==> src/rtl/dmem_arbiter_pkg.sv <==
// dmem_arbiter_pkg
//   Shared definitions for the data-memory arbiter: FSM state encoding,
//   owner IDs, sign_mask byte-lane constants and a counter-width helper.
//   Build option: DMEM_ARB_RR_EN (round-robin arbitration, see dmem_arb_pick).

package dmem_arbiter_pkg;

    typedef enum logic [2:0] {
        ST_IDLE    = 3'd0,
        ST_ISSUE   = 3'd1,
        ST_WAIT_HI = 3'd2,
        ST_WAIT_LO = 3'd3,
        ST_RESP    = 3'd4
    } arb_state_e;

    localparam logic OWN_CORE = 1'b0;
    localparam logic OWN_DMA  = 1'b1;

    // sign_mask: one enable bit per byte lane, bit i = byte i of the word
    localparam int         SMASK_W       = 4;
    localparam logic [3:0] SMASK_B0      = 4'b0001;
    localparam logic [3:0] SMASK_B1      = 4'b0010;
    localparam logic [3:0] SMASK_B2      = 4'b0100;
    localparam logic [3:0] SMASK_B3      = 4'b1000;
    localparam logic [3:0] SMASK_HALF_LO = 4'b0011;
    localparam logic [3:0] SMASK_HALF_HI = 4'b1100;
    localparam logic [3:0] SMASK_WORD    = 4'b1111;

    // ceil(log2(max_val+1)), never less than 1
    function automatic int cnt_width(input int max_val);
        int w;
        w = 1;
        while ((1 << w) <= max_val) w++;
        return w;
    endfunction

endpackage

==> src/rtl/dmem_arbiter_if.sv <==
// dmem_arbiter_if
//   Bundles the two requester ports (core, dma) and the data-memory port.
//   slave  : arbiter side (takes requests, drives memory)
//   master : environment side (requesters and memory model)
//   Build option DMEM_ARB_RR_EN does not affect this interface.

interface dmem_arbiter_if;
    import dmem_arbiter_pkg::*;

    logic               core_req;
    logic               core_we;
    logic [31:0]        core_addr;
    logic [31:0]        core_wdata;
    logic [SMASK_W-1:0] core_mask;
    logic               core_done;
    logic               core_err;
    logic [31:0]        core_rdata;

    logic               dma_req;
    logic               dma_we;
    logic [31:0]        dma_addr;
    logic [31:0]        dma_wdata;
    logic [SMASK_W-1:0] dma_mask;
    logic               dma_done;
    logic               dma_err;
    logic [31:0]        dma_rdata;

    logic               mem_read;
    logic               mem_write;
    logic [31:0]        mem_addr;
    logic [31:0]        mem_wdata;
    logic [SMASK_W-1:0] mem_mask;
    logic [31:0]        mem_rdata;
    logic               mem_stall;

    modport slave (
        input  core_req, core_we, core_addr, core_wdata, core_mask,
        output core_done, core_err, core_rdata,
        input  dma_req, dma_we, dma_addr, dma_wdata, dma_mask,
        output dma_done, dma_err, dma_rdata,
        output mem_read, mem_write, mem_addr, mem_wdata, mem_mask,
        input  mem_rdata, mem_stall
    );

    modport master (
        output core_req, core_we, core_addr, core_wdata, core_mask,
        input  core_done, core_err, core_rdata,
        output dma_req, dma_we, dma_addr, dma_wdata, dma_mask,
        input  dma_done, dma_err, dma_rdata,
        input  mem_read, mem_write, mem_addr, mem_wdata, mem_mask,
        output mem_rdata, mem_stall
    );

endinterface

==> src/rtl/dmem_arb_pick.sv <==
// dmem_arb_pick
//   Winner select between core and dma, plus the priority pointer.
//   DMEM_ARB_RR_EN defined  : round-robin, the port not served last wins ties;
//                             pointer moves when a response completes.
//   DMEM_ARB_RR_EN undefined: fixed priority, core always wins ties.
//   Ports: clk, rst_n (sync, active-low), core_req_i, dma_req_i,
//          resp_i (transaction in RESP), owner_i (owner of that transaction),
//          grant_o (owner ID of the winner, valid when any request is high).

module dmem_arb_pick
    import dmem_arbiter_pkg::*;
(
    input  logic clk,
    input  logic rst_n,
    input  logic core_req_i,
    input  logic dma_req_i,
    input  logic resp_i,
    input  logic owner_i,
    output logic grant_o
);

    logic prio_q;
    logic prio_d;

`ifdef DMEM_ARB_RR_EN
    assign prio_d = resp_i ? ~owner_i : prio_q;
`else
    // fixed priority never moves the pointer
    logic unused_served;
    assign unused_served = resp_i ^ owner_i;
    assign prio_d        = OWN_CORE;
`endif

    always_ff @(posedge clk) begin
        if (!rst_n) prio_q <= OWN_CORE;
        else        prio_q <= prio_d;
    end

    assign grant_o = (core_req_i && (!dma_req_i || prio_q == OWN_CORE)) ? OWN_CORE : OWN_DMA;

endmodule

==> src/rtl/dmem_arbiter.sv <==
// dmem_arbiter
//   Two-port (core, dma) arbiter in front of a single stalling data memory.
//   One transaction at a time: issue a one-cycle mem_read/mem_write, wait for
//   mem_stall to rise and fall again, then pulse the owner's done.  If stall
//   never rises within TIMEOUT_CYC cycles the owner gets done with err=1.
//   Ports: clk, rst_n (sync, active-low), bus (dmem_arbiter_if.slave).
//   Build option: DMEM_ARB_RR_EN selects round-robin instead of core priority.
//
//   state      | meaning
//   IDLE       | waiting for a request while memory is not stalled
//   ISSUE      | mem_read/mem_write high for this single cycle
//   WAIT_HI    | waiting for mem_stall to rise, timeout counter running
//   WAIT_LO    | waiting for mem_stall to fall, rdata captured on exit
//   RESP       | owner's done (and err) high for one cycle

module dmem_arbiter
    import dmem_arbiter_pkg::*;
#(
    parameter int TIMEOUT_CYC = 15
) (
    input  logic           clk,
    input  logic           rst_n,
    dmem_arbiter_if.slave  bus
);

    localparam int               CNT_W   = cnt_width(TIMEOUT_CYC);
    localparam logic [CNT_W-1:0] CNT_TMO = CNT_W'(TIMEOUT_CYC);
    localparam logic [CNT_W-1:0] CNT_MAX = '1;

    arb_state_e   state_q;
    logic         owner_q;
    logic         we_q;
    logic [31:0]  addr_q;
    logic [31:0]  wdata_q;
    logic [3:0]   mask_q;
    logic [CNT_W-1:0] cnt_q;
    logic         mem_read_q;
    logic         mem_write_q;
    logic         core_done_q;
    logic         core_err_q;
    logic [31:0]  core_rdata_q;
    logic         dma_done_q;
    logic         dma_err_q;
    logic [31:0]  dma_rdata_q;

    logic         grant;
    logic         any_req;
    logic         sel_we;
    logic [31:0]  sel_addr;
    logic [31:0]  sel_wdata;
    logic [3:0]   sel_mask;
    logic         fin;
    logic         fin_err;
    logic [31:0]  rsp_data;

    dmem_arb_pick u_pick (
        .clk        (clk),
        .rst_n      (rst_n),
        .core_req_i (bus.core_req),
        .dma_req_i  (bus.dma_req),
        .resp_i     (state_q == ST_RESP),
        .owner_i    (owner_q),
        .grant_o    (grant)
    );

    always_comb begin
        any_req   = bus.core_req | bus.dma_req;
        sel_we    = (grant == OWN_DMA) ? bus.dma_we    : bus.core_we;
        sel_addr  = (grant == OWN_DMA) ? bus.dma_addr  : bus.core_addr;
        sel_wdata = (grant == OWN_DMA) ? bus.dma_wdata : bus.core_wdata;
        sel_mask  = (grant == OWN_DMA) ? bus.dma_mask  : bus.core_mask;

        fin     = 1'b0;
        fin_err = 1'b0;
        if (state_q == ST_WAIT_HI && !bus.mem_stall && cnt_q == CNT_TMO) begin
            fin     = 1'b1;
            fin_err = 1'b1;
        end
        if (state_q == ST_WAIT_LO && !bus.mem_stall) fin = 1'b1;
        // a timed-out read returns zero rather than whatever is on the bus
        rsp_data = fin_err ? 32'h0 : bus.mem_rdata;
    end

    always_ff @(posedge clk) begin
        if (!rst_n) begin
            state_q      <= ST_IDLE;
            owner_q      <= OWN_CORE;
            we_q         <= 1'b0;
            addr_q       <= '0;
            wdata_q      <= '0;
            mask_q       <= '0;
            cnt_q        <= '0;
            mem_read_q   <= 1'b0;
            mem_write_q  <= 1'b0;
            core_done_q  <= 1'b0;
            core_err_q   <= 1'b0;
            core_rdata_q <= '0;
            dma_done_q   <= 1'b0;
            dma_err_q    <= 1'b0;
            dma_rdata_q  <= '0;
        end else begin
            mem_read_q  <= 1'b0;
            mem_write_q <= 1'b0;
            core_done_q <= 1'b0;
            core_err_q  <= 1'b0;
            dma_done_q  <= 1'b0;
            dma_err_q   <= 1'b0;

            case (state_q)
                ST_IDLE: begin
                    if (any_req && !bus.mem_stall) begin
                        owner_q     <= grant;
                        we_q        <= sel_we;
                        addr_q      <= sel_addr;
                        wdata_q     <= sel_wdata;
                        mask_q      <= sel_mask;
                        cnt_q       <= '0;
                        mem_read_q  <= ~sel_we;
                        mem_write_q <= sel_we;
                        state_q     <= ST_ISSUE;
                    end
                end
                ST_ISSUE:   state_q <= ST_WAIT_HI;
                ST_WAIT_HI: begin
                    if (bus.mem_stall)          state_q <= ST_WAIT_LO;
                    else if (fin)               state_q <= ST_RESP;
                    else if (cnt_q != CNT_MAX)  cnt_q   <= cnt_q + 1'b1;
                end
                ST_WAIT_LO: if (fin) state_q <= ST_RESP;
                ST_RESP:    state_q <= ST_IDLE;
                default:    state_q <= ST_IDLE;
            endcase

            if (fin) begin
                if (owner_q == OWN_CORE) begin
                    core_done_q <= 1'b1;
                    core_err_q  <= fin_err;
                    if (!we_q) core_rdata_q <= rsp_data;
                end else begin
                    dma_done_q <= 1'b1;
                    dma_err_q  <= fin_err;
                    if (!we_q) dma_rdata_q <= rsp_data;
                end
            end
        end
    end

    assign bus.mem_read   = mem_read_q;
    assign bus.mem_write  = mem_write_q;
    assign bus.mem_addr   = addr_q;
    assign bus.mem_wdata  = wdata_q;
    assign bus.mem_mask   = mask_q;
    assign bus.core_done  = core_done_q;
    assign bus.core_err   = core_err_q;
    assign bus.core_rdata = core_rdata_q;
    assign bus.dma_done   = dma_done_q;
    assign bus.dma_err    = dma_err_q;
    assign bus.dma_rdata  = dma_rdata_q;

endmodule
==> src/flat_wrapper.sv <==
// flat-port wrapper written by rule: the top's interface ports become plain ports
module dmem_arbiter_flat import dmem_arbiter_pkg::*;
#(
    parameter int TIMEOUT_CYC = 15
)
  (clk, rst_n, bus_core_req, bus_core_we, bus_core_addr, bus_core_wdata, bus_core_mask, bus_core_done, bus_core_err, bus_core_rdata, bus_dma_req, bus_dma_we, bus_dma_addr, bus_dma_wdata, bus_dma_mask, bus_dma_done, bus_dma_err, bus_dma_rdata, bus_mem_read, bus_mem_write, bus_mem_addr, bus_mem_wdata, bus_mem_mask, bus_mem_rdata, bus_mem_stall);
  dmem_arbiter_if bus_i ();
  input  logic clk;
  input  logic rst_n;
  input wire logic [$bits(bus_i.core_req)-1:0] bus_core_req;
  input wire logic [$bits(bus_i.core_we)-1:0] bus_core_we;
  input wire logic [$bits(bus_i.core_addr)-1:0] bus_core_addr;
  input wire logic [$bits(bus_i.core_wdata)-1:0] bus_core_wdata;
  input wire logic [$bits(bus_i.core_mask)-1:0] bus_core_mask;
  output wire logic [$bits(bus_i.core_done)-1:0] bus_core_done;
  output wire logic [$bits(bus_i.core_err)-1:0] bus_core_err;
  output wire logic [$bits(bus_i.core_rdata)-1:0] bus_core_rdata;
  input wire logic [$bits(bus_i.dma_req)-1:0] bus_dma_req;
  input wire logic [$bits(bus_i.dma_we)-1:0] bus_dma_we;
  input wire logic [$bits(bus_i.dma_addr)-1:0] bus_dma_addr;
  input wire logic [$bits(bus_i.dma_wdata)-1:0] bus_dma_wdata;
  input wire logic [$bits(bus_i.dma_mask)-1:0] bus_dma_mask;
  output wire logic [$bits(bus_i.dma_done)-1:0] bus_dma_done;
  output wire logic [$bits(bus_i.dma_err)-1:0] bus_dma_err;
  output wire logic [$bits(bus_i.dma_rdata)-1:0] bus_dma_rdata;
  output wire logic [$bits(bus_i.mem_read)-1:0] bus_mem_read;
  output wire logic [$bits(bus_i.mem_write)-1:0] bus_mem_write;
  output wire logic [$bits(bus_i.mem_addr)-1:0] bus_mem_addr;
  output wire logic [$bits(bus_i.mem_wdata)-1:0] bus_mem_wdata;
  output wire logic [$bits(bus_i.mem_mask)-1:0] bus_mem_mask;
  input wire logic [$bits(bus_i.mem_rdata)-1:0] bus_mem_rdata;
  input wire logic [$bits(bus_i.mem_stall)-1:0] bus_mem_stall;
  assign bus_i.core_req = bus_core_req;
  assign bus_i.core_we = bus_core_we;
  assign bus_i.core_addr = bus_core_addr;
  assign bus_i.core_wdata = bus_core_wdata;
  assign bus_i.core_mask = bus_core_mask;
  assign bus_core_done = bus_i.core_done;
  assign bus_core_err = bus_i.core_err;
  assign bus_core_rdata = bus_i.core_rdata;
  assign bus_i.dma_req = bus_dma_req;
  assign bus_i.dma_we = bus_dma_we;
  assign bus_i.dma_addr = bus_dma_addr;
  assign bus_i.dma_wdata = bus_dma_wdata;
  assign bus_i.dma_mask = bus_dma_mask;
  assign bus_dma_done = bus_i.dma_done;
  assign bus_dma_err = bus_i.dma_err;
  assign bus_dma_rdata = bus_i.dma_rdata;
  assign bus_mem_read = bus_i.mem_read;
  assign bus_mem_write = bus_i.mem_write;
  assign bus_mem_addr = bus_i.mem_addr;
  assign bus_mem_wdata = bus_i.mem_wdata;
  assign bus_mem_mask = bus_i.mem_mask;
  assign bus_i.mem_rdata = bus_mem_rdata;
  assign bus_i.mem_stall = bus_mem_stall;
  dmem_arbiter #(.TIMEOUT_CYC(TIMEOUT_CYC)) u_core (.clk(clk), .rst_n(rst_n), .bus(bus_i));
endmodule
==> config.mk <==
export PLATFORM = sky130hd
export DESIGN_NAME = dmem_arbiter_flat
export DESIGN_NICKNAME = d
export VERILOG_FILES = /design/src/rtl/dmem_arbiter_pkg.sv /design/src/rtl/dmem_arbiter_if.sv /design/src/rtl/dmem_arb_pick.sv /design/src/rtl/dmem_arbiter.sv /design/src/flat_wrapper.sv
export SDC_FILE = /design/constraint.sdc
export NUM_CORES = 1
export LEC_CHECK = 0
export ABC_AREA = 1
export ABC_CLOCK_PERIOD_IN_PS = 2950
export CAP_MARGIN = 20
export CORE_ASPECT_RATIO = 0.5
export CORE_MARGIN = 1
export CORE_UTILIZATION = 43
export CTS_CLUSTER_SIZE = 12
export DETAILED_ROUTE_END_ITERATION = 12
export MAX_ROUTING_LAYER = met4
export PLACE_DENSITY = 0.86
export SLEW_MARGIN = 10
export SYNTH_ARGS = -nofsm -noshare
export SYNTH_HDL_FRONTEND = slang
export SYNTH_HIERARCHICAL = 1
export SYNTH_SLANG_ARGS = --single-unit
==> constraint.sdc <==
create_clock -name clk -period 2.95 [get_ports clk]
set_input_delay 0.59 -clock clk [delete_from_list [all_inputs] [get_ports clk]]
set_output_delay 0.59 -clock clk [all_outputs]
set_load 0.01 [all_outputs]
# == Yosys cells after proc, flatten, opt, wreduce, memory -nomap -nowiden ==
# Index checks and enable logic that the tools add are counted.
# totals
out_inout_bits,138
latch_bits,0
register_bits,147
n_memories,0
ramBits,0
mem_bits_ro,0
input_bits,175
# op_classes
bitwise_logic,6
n_addsub,1
mul,0
n_mux,19
shifts,0
eq_ne,9
n_div,0
magnitude_cmp,0
reduce_logical,15
# op_table
op,count
32-bit 2-to-1 mux,3
4-bit 2-to-1 mux,5
3-bit one-hot mux with 4 select lines,1
3-bit AND reduction,4
3-bit 2-to-1 mux,3
4-bit one-hot mux with 2 select lines,1
"3-bit by 2-bit == test with 1-bit output, second input constant",2
1-bit 2-to-1 mux,6
"2-bit inequality test, second input constant",3
1-bit NOT,5
5-bit AND reduction,1
"4-bit by 1-bit adder with 4-bit output, second input constant",1
"4-bit == test, second input constant",1
1-bit logical AND,4
"4-bit inequality test, second input constant",1
2-bit AND reduction,2
"3-bit by 1-bit == test with 1-bit output, second input constant",1
3-bit zero test,1
3-bit OR reduction,1
"2-bit by 1-bit inequality test with 1-bit output, second input constant",1
2-bit nonzero test,1
1-bit zero test,1
1-bit bitwise OR,1

# == Depth between registers and ports, before layout ==
# depth
ltp_word,8
ltp_mapped,8
mapped_depth_nobuf,8

# == Cells and area by module ==
# The synthesis kept the hierarchy.
# modules_own_cells
module,area_per_inst_um2,instances,cells_per_inst
dmem_arbiter,6092.1,1,772
dmem_arb_pick,3.8,1,1

# == Worst setup path after synthesis ==
# No wires, ideal clock.
# synth_timing
kind,input port to flip-flop
startpoint,in bus_core_req
endpoint,"reg u_core.addr_q[29], in the netlist u_core/bus.mem_addr[29]"
path_stages,6
slack_ns,1.385
arrival_time_ns,1.446
required_time_ns,2.831
n_path_buf,3
cell_sequence,inv_1 -> buf_4 -> buf_4 -> buf_2 -> mux2i_1 -> o21ai_1
# synth_via
elab_chain_cells,3
elab_cells_between_ends,4
classes_between,mux (1); bitwise (1); reduce/logical (2)
# synth_lines
item,line,rtl
"start, declared",flat_wrapper.sv:10,input wire logic [$bits(bus_i.core_req)-1:0] bus_core_req;
1-bit bitwise OR,dmem_arbiter.sv:67,any_req = bus.core_req | bus.dma_req;
1-bit logical AND,dmem_arbiter.sv:111,if (any_req && !bus.mem_stall) begin
2-bit AND reduction (no source line),--,
"end signal, assigned",dmem_arbiter.sv:114,addr_q <= sel_addr;
"end, declared",dmem_arbiter.sv:33,logic [31:0] addr_q;
# Parallel ways exist; a longest one is shown, timed or not.
# A chain may end at the register's enable or synchronous reset.

# == Final worst setup path ==
# layout_timing
startpoint,in bus_mem_stall
endpoint,"reg u_core.core_rdata_q[27], in the netlist u_core/bus.core_rdata[27]"
# layout_via
elab_chain_cells,6
elab_cells_between_ends,8
classes_between,mux (3); reduce/logical (5)
# layout_lines
item,line,rtl
"start, declared",flat_wrapper.sv:32,input wire logic [$bits(bus_i.mem_stall)-1:0] bus_mem_stall;
1-bit zero test (*),"dmem_arbiter.sv:75, dmem_arbiter.sv:79",
1-bit logical AND (2 in series),dmem_arbiter.sv:75,if (state_q == ST_WAIT_HI && !bus.mem_stall && cnt_q == CNT_TMO) begin
1-bit 2-to-1 mux,dmem_arbiter.sv:75,
1-bit 2-to-1 mux,dmem_arbiter.sv:79,if (state_q == ST_WAIT_LO && !bus.mem_stall) fin = 1'b1;
3-bit AND reduction (no source line),--,
"end signal, assigned",dmem_arbiter.sv:138,if (!we_q) core_rdata_q <= rsp_data;
"end, declared",dmem_arbiter.sv:41,logic [31:0] core_rdata_q;
# Every way passes the cells marked *; elsewhere a longest branch is shown, timed or not.

==> flow_metrics.env <==
export IMPL_outcome="finished, final reports clean"
export IMPL_grt_usage_pct=26.1
export IMPL_dp_hpwl_um=13400
export IMPL_firstDrtPassIters=5
export IMPL_drv_slew=0
export IMPL_syn_nets=948
export IMPL_hold_depth=2
export IMPL_numCtsBuffers=17
export IMPL_placed_cell_area_sq_mm=0.00927
export IMPL_cp_required_ns=3.19
export IMPL_min_from="u_core/bus.mem_addr[22]"
export IMPL_reg2reg_setup_slack_ns=1.02
export IMPL_antenna_found_initial=0
export IMPL_worst_hold_slack_ns=0.457
export IMPL_postRouteAntennaNets=0
export IMPL_diodes=0
export IMPL_fmax_mhz=512
export IMPL_crit_reg2reg_launch="u_core/cnt_q[0]"
export IMPL_drc=0
export IMPL_synthToLayoutAreaGrowth_pct=61.4
export IMPL_r2r_cells=7
export IMPL_postLayoutCellArea_sq_mm=0.00983
export IMPL_worstSetupPathType="in -> reg"
export IMPL_syn_area_sq_mm=0.00609
export IMPL_rsz0062_at_grt="no"
export IMPL_drive_gt1_share_pct=5.18
export IMPL_drt_wl_total_um=19100
export IMPL_cts_resized=0
export IMPL_cts_tree="done"
export IMPL_maxCapViolCount=0
export IMPL_arrival_ns=2.20
export IMPL_critPathMaxFanout=20
export IMPL_num_rows=30
export IMPL_fin_crit_sh_pct=66.2
export IMPL_grt_pass1_vias=5988
export IMPL_h_tree_depth=4
export IMPL_via_per_inst=4.88
export IMPL_setup_viol=0
export IMPL_grt_max_degree=73
export IMPL_end_kind="register"
export IMPL_first_iter_violations=512
export IMPL_max_slew_margin_rel_pct=56.1
export IMPL_start_util_pct=44.5
export IMPL_reg2reg_to="u_core/bus.core_rdata[27]"
export IMPL_critical_path_buf_inv_count=2
export IMPL_fin_setup_tns_ns=0
export IMPL_vias=6216
export IMPL_power_density_mw_per_mm2=504
export IMPL_port_buffer_count=312
export IMPL_clk_path_buf_depth=2
export IMPL_slowest_delay_ns=0.48
export IMPL_core_area_sq_mm=0.0137
export IMPL_hold_path_class="reg -> reg"
export IMPL_cp_top_family="buffers and inverters"
export IMPL_die_w_um=170
export IMPL_ios=313
export IMPL_fin_nets=1244
export IMPL_overflow=0
export IMPL_slowest_stage="clkdlybuf4s50_1"
export IMPL_clk_pin_slew_ns=0.06
export IMPL_gp_congestion=0.862
export IMPL_grt_pass1_wl_um=29400
export IMPL_period_needed_ns=1.95
export IMPL_cts_hold_buf=0
export IMPL_hold_viol_final=0
export IMPL_cpMostUsedCell="nand2_1"
export IMPL_yosysWarnings=6
export IMPL_wire_per_inst_um=15.0
export IMPL_clk_latency_ns=0.40
export IMPL_cp_start_kind="primary input"
export IMPL_crit_path_cell_trace="clkdlybuf4s50_1 -> nor2_4 -> nand2_1 -> buf_12 -> nand2_1 -> a21oi_1"
export IMPL_fp_dieH_um=86.2
export IMPL_cts_setup_buffers=0
export IMPL_die_area_sq_mm=0.0147
export IMPL_clock_sinks=147
export IMPL_finClkSkew_ns=0.0126
export IMPL_min_to="u_core/bus.mem_addr[22]"
export IMPL_irDropWorstVdd_mv=0.497
export IMPL_power_mw=4.95
export IMPL_post_synth_cell_area_avg_sq_um=7.89
export IMPL_syn_inst=772
export IMPL_worst_pin_slew_ns=0.659
export IMPL_clockRootBuffer="clkbuf_16"
export IMPL_leakagePower_nw=4.30
[worst min-delay path, stage by stage, from the launching register on]
cell,delay (ns)
dfxtp_1,0.30
nand2_1,0.05
o21ai_1,0.05
[report_power, final]
part	internal, mW	total, mW	switching [mW]
registers	2.08	2.14	0.0552
clock network	1.19	2.04	0.848
logic	0.453	0.778	0.325
total	3.72	4.95	1.23
[layout by cell type, fill, tap and decap left out, types with 2 or more instances in the layout]
cell	n
inv_1	78
o21ai_1	69
nand2_2	3
nor2_1	19
nor2_4	3
clkbuf_16	17
clkinv_4	2
mux2i_1	68
clkdlybuf4s50_1	311
buf_4	7
nand3_4	2
nor3_1	3
clkinvlp_4	4
clkbuf_1	3
clkinv_2	3
o21ai_0	3
inv_6	2
nand2_1	247
inv_2	5
a21oi_1	66
buf_12	2
dfxtp_1	147
nand3_1	8
[worst max-delay path by stage]
| stage | start | endpoint | cells after the start |
|---|---|---|---|
| after floorplan | bus_core_req | u_core/bus.mem_addr[29] | 6 |
| after global routing | u_core/cnt_q[0] | u_core/bus.core_rdata[27] | 7 |
| after detailed placement | bus_mem_stall | u_core/bus.core_rdata[29] | 6 |
| after CTS | u_core/bus.mem_mask[3] | bus_mem_mask[3] | 1 |
| after global placement | bus_core_req | u_core/bus.mem_addr[26] | 5 |
| final | bus_mem_stall | u_core/bus.core_rdata[27] | 6 |
[layout make-up]
type / instances / area [sq um]
Timing Repair Buffer: 321 / 3210
Clock buffer: 21 / 450
Inverter: 84 / 317
Clock inverter: 11 / 105
Sequential cell: 147 / 2940
Multi-Input combinational cell: 497 / 2560
Fill cell: 1044 / 3870
Tap cell: 192 / 240
[stage by stage]
stage / instances / setup WS, ns / util, %
finish: 1273 / 0.996 / 71.7
global route: 1273 / 0.941 / 71.7
CTS: 1273 / 1.01 / 71.7
detailed placement: 1241 / 0.608 / 67.7
global placement: 1241 / 0.676 / 67.7
floorplan: 772 / 1.38 / -
[flip-flops by register name, summed over array words and instances, names as in the netlist]
register and count:
u_core/bus.core_done 1, u_core/bus.core_err 1, u_core/bus.mem_addr 32, u_core/bus.mem_mask 4
u_core/bus.mem_wdata 32, u_core/owner_q 1, u_core/bus.mem_write 1, u_core/bus.dma_err 1
u_core/bus.dma_rdata 32, u_core/state_q 3, u_core/cnt_q 4, u_core/bus.dma_done 1
u_core/we_q 1, u_core/bus.core_rdata 32, u_core/bus.mem_read 1
[metal layers]
layer	GRT usage (%)	routed length (um)
met5	-	0
met3	4.57	932
met2	45.8	9680
met4	8.44	363
met1	30.6	8120
(Power assumes the default switching activity.)
==> RTL change, RTL diff (same flow settings) <==
`TIMEOUT_CYC` is set to 15 in 2 places; all go to 16.
--- a/src/rtl/dmem_arbiter.sv
+++ b/src/rtl/dmem_arbiter.sv
@@ -16,7 +16,7 @@
 module dmem_arbiter
     import dmem_arbiter_pkg::*;
 #(
-    parameter int TIMEOUT_CYC = 15
+    parameter int TIMEOUT_CYC = 16
 ) (
     input  logic           clk,
     input  logic           rst_n,
--- a/src/flat_wrapper.sv
+++ b/src/flat_wrapper.sv
@@ -1,7 +1,7 @@
 // flat-port wrapper written by rule: the top's interface ports become plain ports
 module dmem_arbiter_flat import dmem_arbiter_pkg::*;
 #(
-    parameter int TIMEOUT_CYC = 15
+    parameter int TIMEOUT_CYC = 16
 )
   (clk, rst_n, bus_core_req, bus_core_we, bus_core_addr, bus_core_wdata, bus_core_mask, bus_core_done, bus_core_err, bus_core_rdata, bus_dma_req, bus_dma_we, bus_dma_addr, bus_dma_wdata, bus_dma_mask, bus_dma_done, bus_dma_err, bus_dma_rdata, bus_mem_read, bus_mem_write, bus_mem_addr, bus_mem_wdata, bus_mem_mask, bus_mem_rdata, bus_mem_stall);
   dmem_arbiter_if bus_i ();
Behaviour: no difference found for any inputs over 4 cycles, from zero or initial values and one cycle with rst_n low; that may be too few to reach the edited logic, so the function may still have changed.
==> RTL change against the original RTL <==
Design area rose by 4.7%. Clock power barely moved. Sequential cell count rose by 1. Total power rose by 3.5%. First-iteration DRC count fell by 27%. Wire length rose by 8.8%. Critical endpoint is now u_core/bus.dma_rdata[4]. Worst setup slack got worse by 410 ps. Synthesized cell count rose by 11%. Area after synthesis rose by 6.0%.
==> RTL change: results (changes against the original RTL) <==
- Status: completed
- IR drop worst, VDD: 0.369 mV (-26%)
- Syn nets: 1032 (+8.9%)
- Antenna violations before repair: 0 (unchanged)
- Pin count of the biggest net entering global routing: 57 (-22%)
- CTS buffer count: 17 (unchanged)
- First-pass GRT wire length: 31.8 mm (+8.4%)
- CP Max Fanout: 46 (+130%)
- Layout cells sized above 1: 0.0529 (+0.00110)
- Net Sw Frac: 0.276 (+0.0275)
- Clock root buffer: clkbuf_16
- Post-DP HPWL: 15.0 mm (+12%)
- DRT Wirelength: 20.8 mm (+8.8%)
- Worst EP arrival: 2710 ps (+510 ps)
- Leakage Power: 4.36 nW (+1.4%)
- R2R Setup Slk: 580 ps (-440 ps)
- DRT iter0 DRCs: 375 (-27%)
- Antenna Diode Count: 0 (unchanged)
- Hold crit path type: flip-flop to flip-flop
- Worst path slowest cell: o21ai_4
- Longest Clk Path Bufs: 2 (unchanged)
- Fin nets: 1318 (+5.9%)
- GP Congestion: 0.930 (+7.8%)
- Measured slew at the worst slew-check pin: 770 ps (+111 ps)
- # Post-CTS Setup Buffers: 0 (unchanged)
- Post-CTS Resized: 0 (unchanged)
- Setup Skew: 12.5 ps (-0.0999 ps)
- Total Routing Usage GR: 0.265 (+0.00374)
- Yosys warning count: 6 (unchanged)
- Via Count: 6877 (+11%)
- Cells on worst reg2reg path: 10 (+3)
- Input/output buffers: 312 (unchanged)
- Reg clk slew, reported paths: about 70 ps
- Crit path max-delay family: simple AND/OR/NAND/NOR gates
- Worst skew pair latency: 420 ps (+20 ps)
- Vias in the first global route: 6582 (+9.9%)
- Min Hold Slack: 484 ps (+26.1 ps)
- Worst Hold Depth: 2 (unchanged)
- H-tree depth: 4 (unchanged)
- Initial DRT Pass Iterations: 5 (unchanged)
- Critical Path Max Stage Delay: approximately 470 ps
## RTL change: path summary, 6_finish.rpt
path                             endpoint                    start
setup / recovery  u_core/bus.dma_rdata[4]          u_core/cnt_q[0]
hold / removal    u_core/bus.mem_addr[30]  u_core/bus.mem_addr[30]
setup reg to reg  u_core/bus.dma_rdata[4]          u_core/cnt_q[0]
hold reg to reg   u_core/bus.mem_addr[30]  u_core/bus.mem_addr[30]
## RTL change: cell type report
cell class,count,area [um2]
inverter,75,283
clock buffer,18,439
tap,198,248
sequential,148,2960
fill,1170,4260
clock inverter,14,116
multi-input combinational,572,2980
timing repair buffer,326,3260
## RTL change: worst reg2reg max path: cells and delay by family (launching register included)
family,cells,cell delay (ps)
adder cells (fa/ha/maj),1,170
buffers and inverters,2,130
flip-flops,1,350
AND/OR/NAND/NOR,6,1190
AO/OA/AOI/OAI,1,470
## RTL change: layer usage
layer,part of all wire,global-route usage,vias up
met5,0,-,-
met2,0.50,0.470,259
li1,-,-,3365
met1,0.42,0.304,3202
met4,0.029,0.104,0
met3,0.047,0.0447,51
## RTL change: through the flow
stage                     setup slack [ps]   util  area (um2)  cells  power, mW
final                                  584  0.707       10300   1351       5.12
after global routing                   376  0.707       10300   1351       5.33
after CTS                              644  0.707       10300   1351       5.15
after detailed placement               400  0.669        9730   1319       3.12
after global placement                 439  0.669        9730   1319       3.09
after floorplan                       1280      -        6460    854       2.58
## RTL change: power groups by stage
| stage | Clock (mW) | Combinational, mW | Sequential (mW) |
|---|---|---|---|
| global route | 2.17 | 0.987 | 2.17 |
| CTS | 2.07 | 0.919 | 2.16 |
| finish | 2.04 | 0.920 | 2.16 |
| detailed placement | 0 | 0.913 | 2.21 |
| floorplan | 0 | 0.343 | 2.24 |
| global placement | 0 | 0.893 | 2.20 |
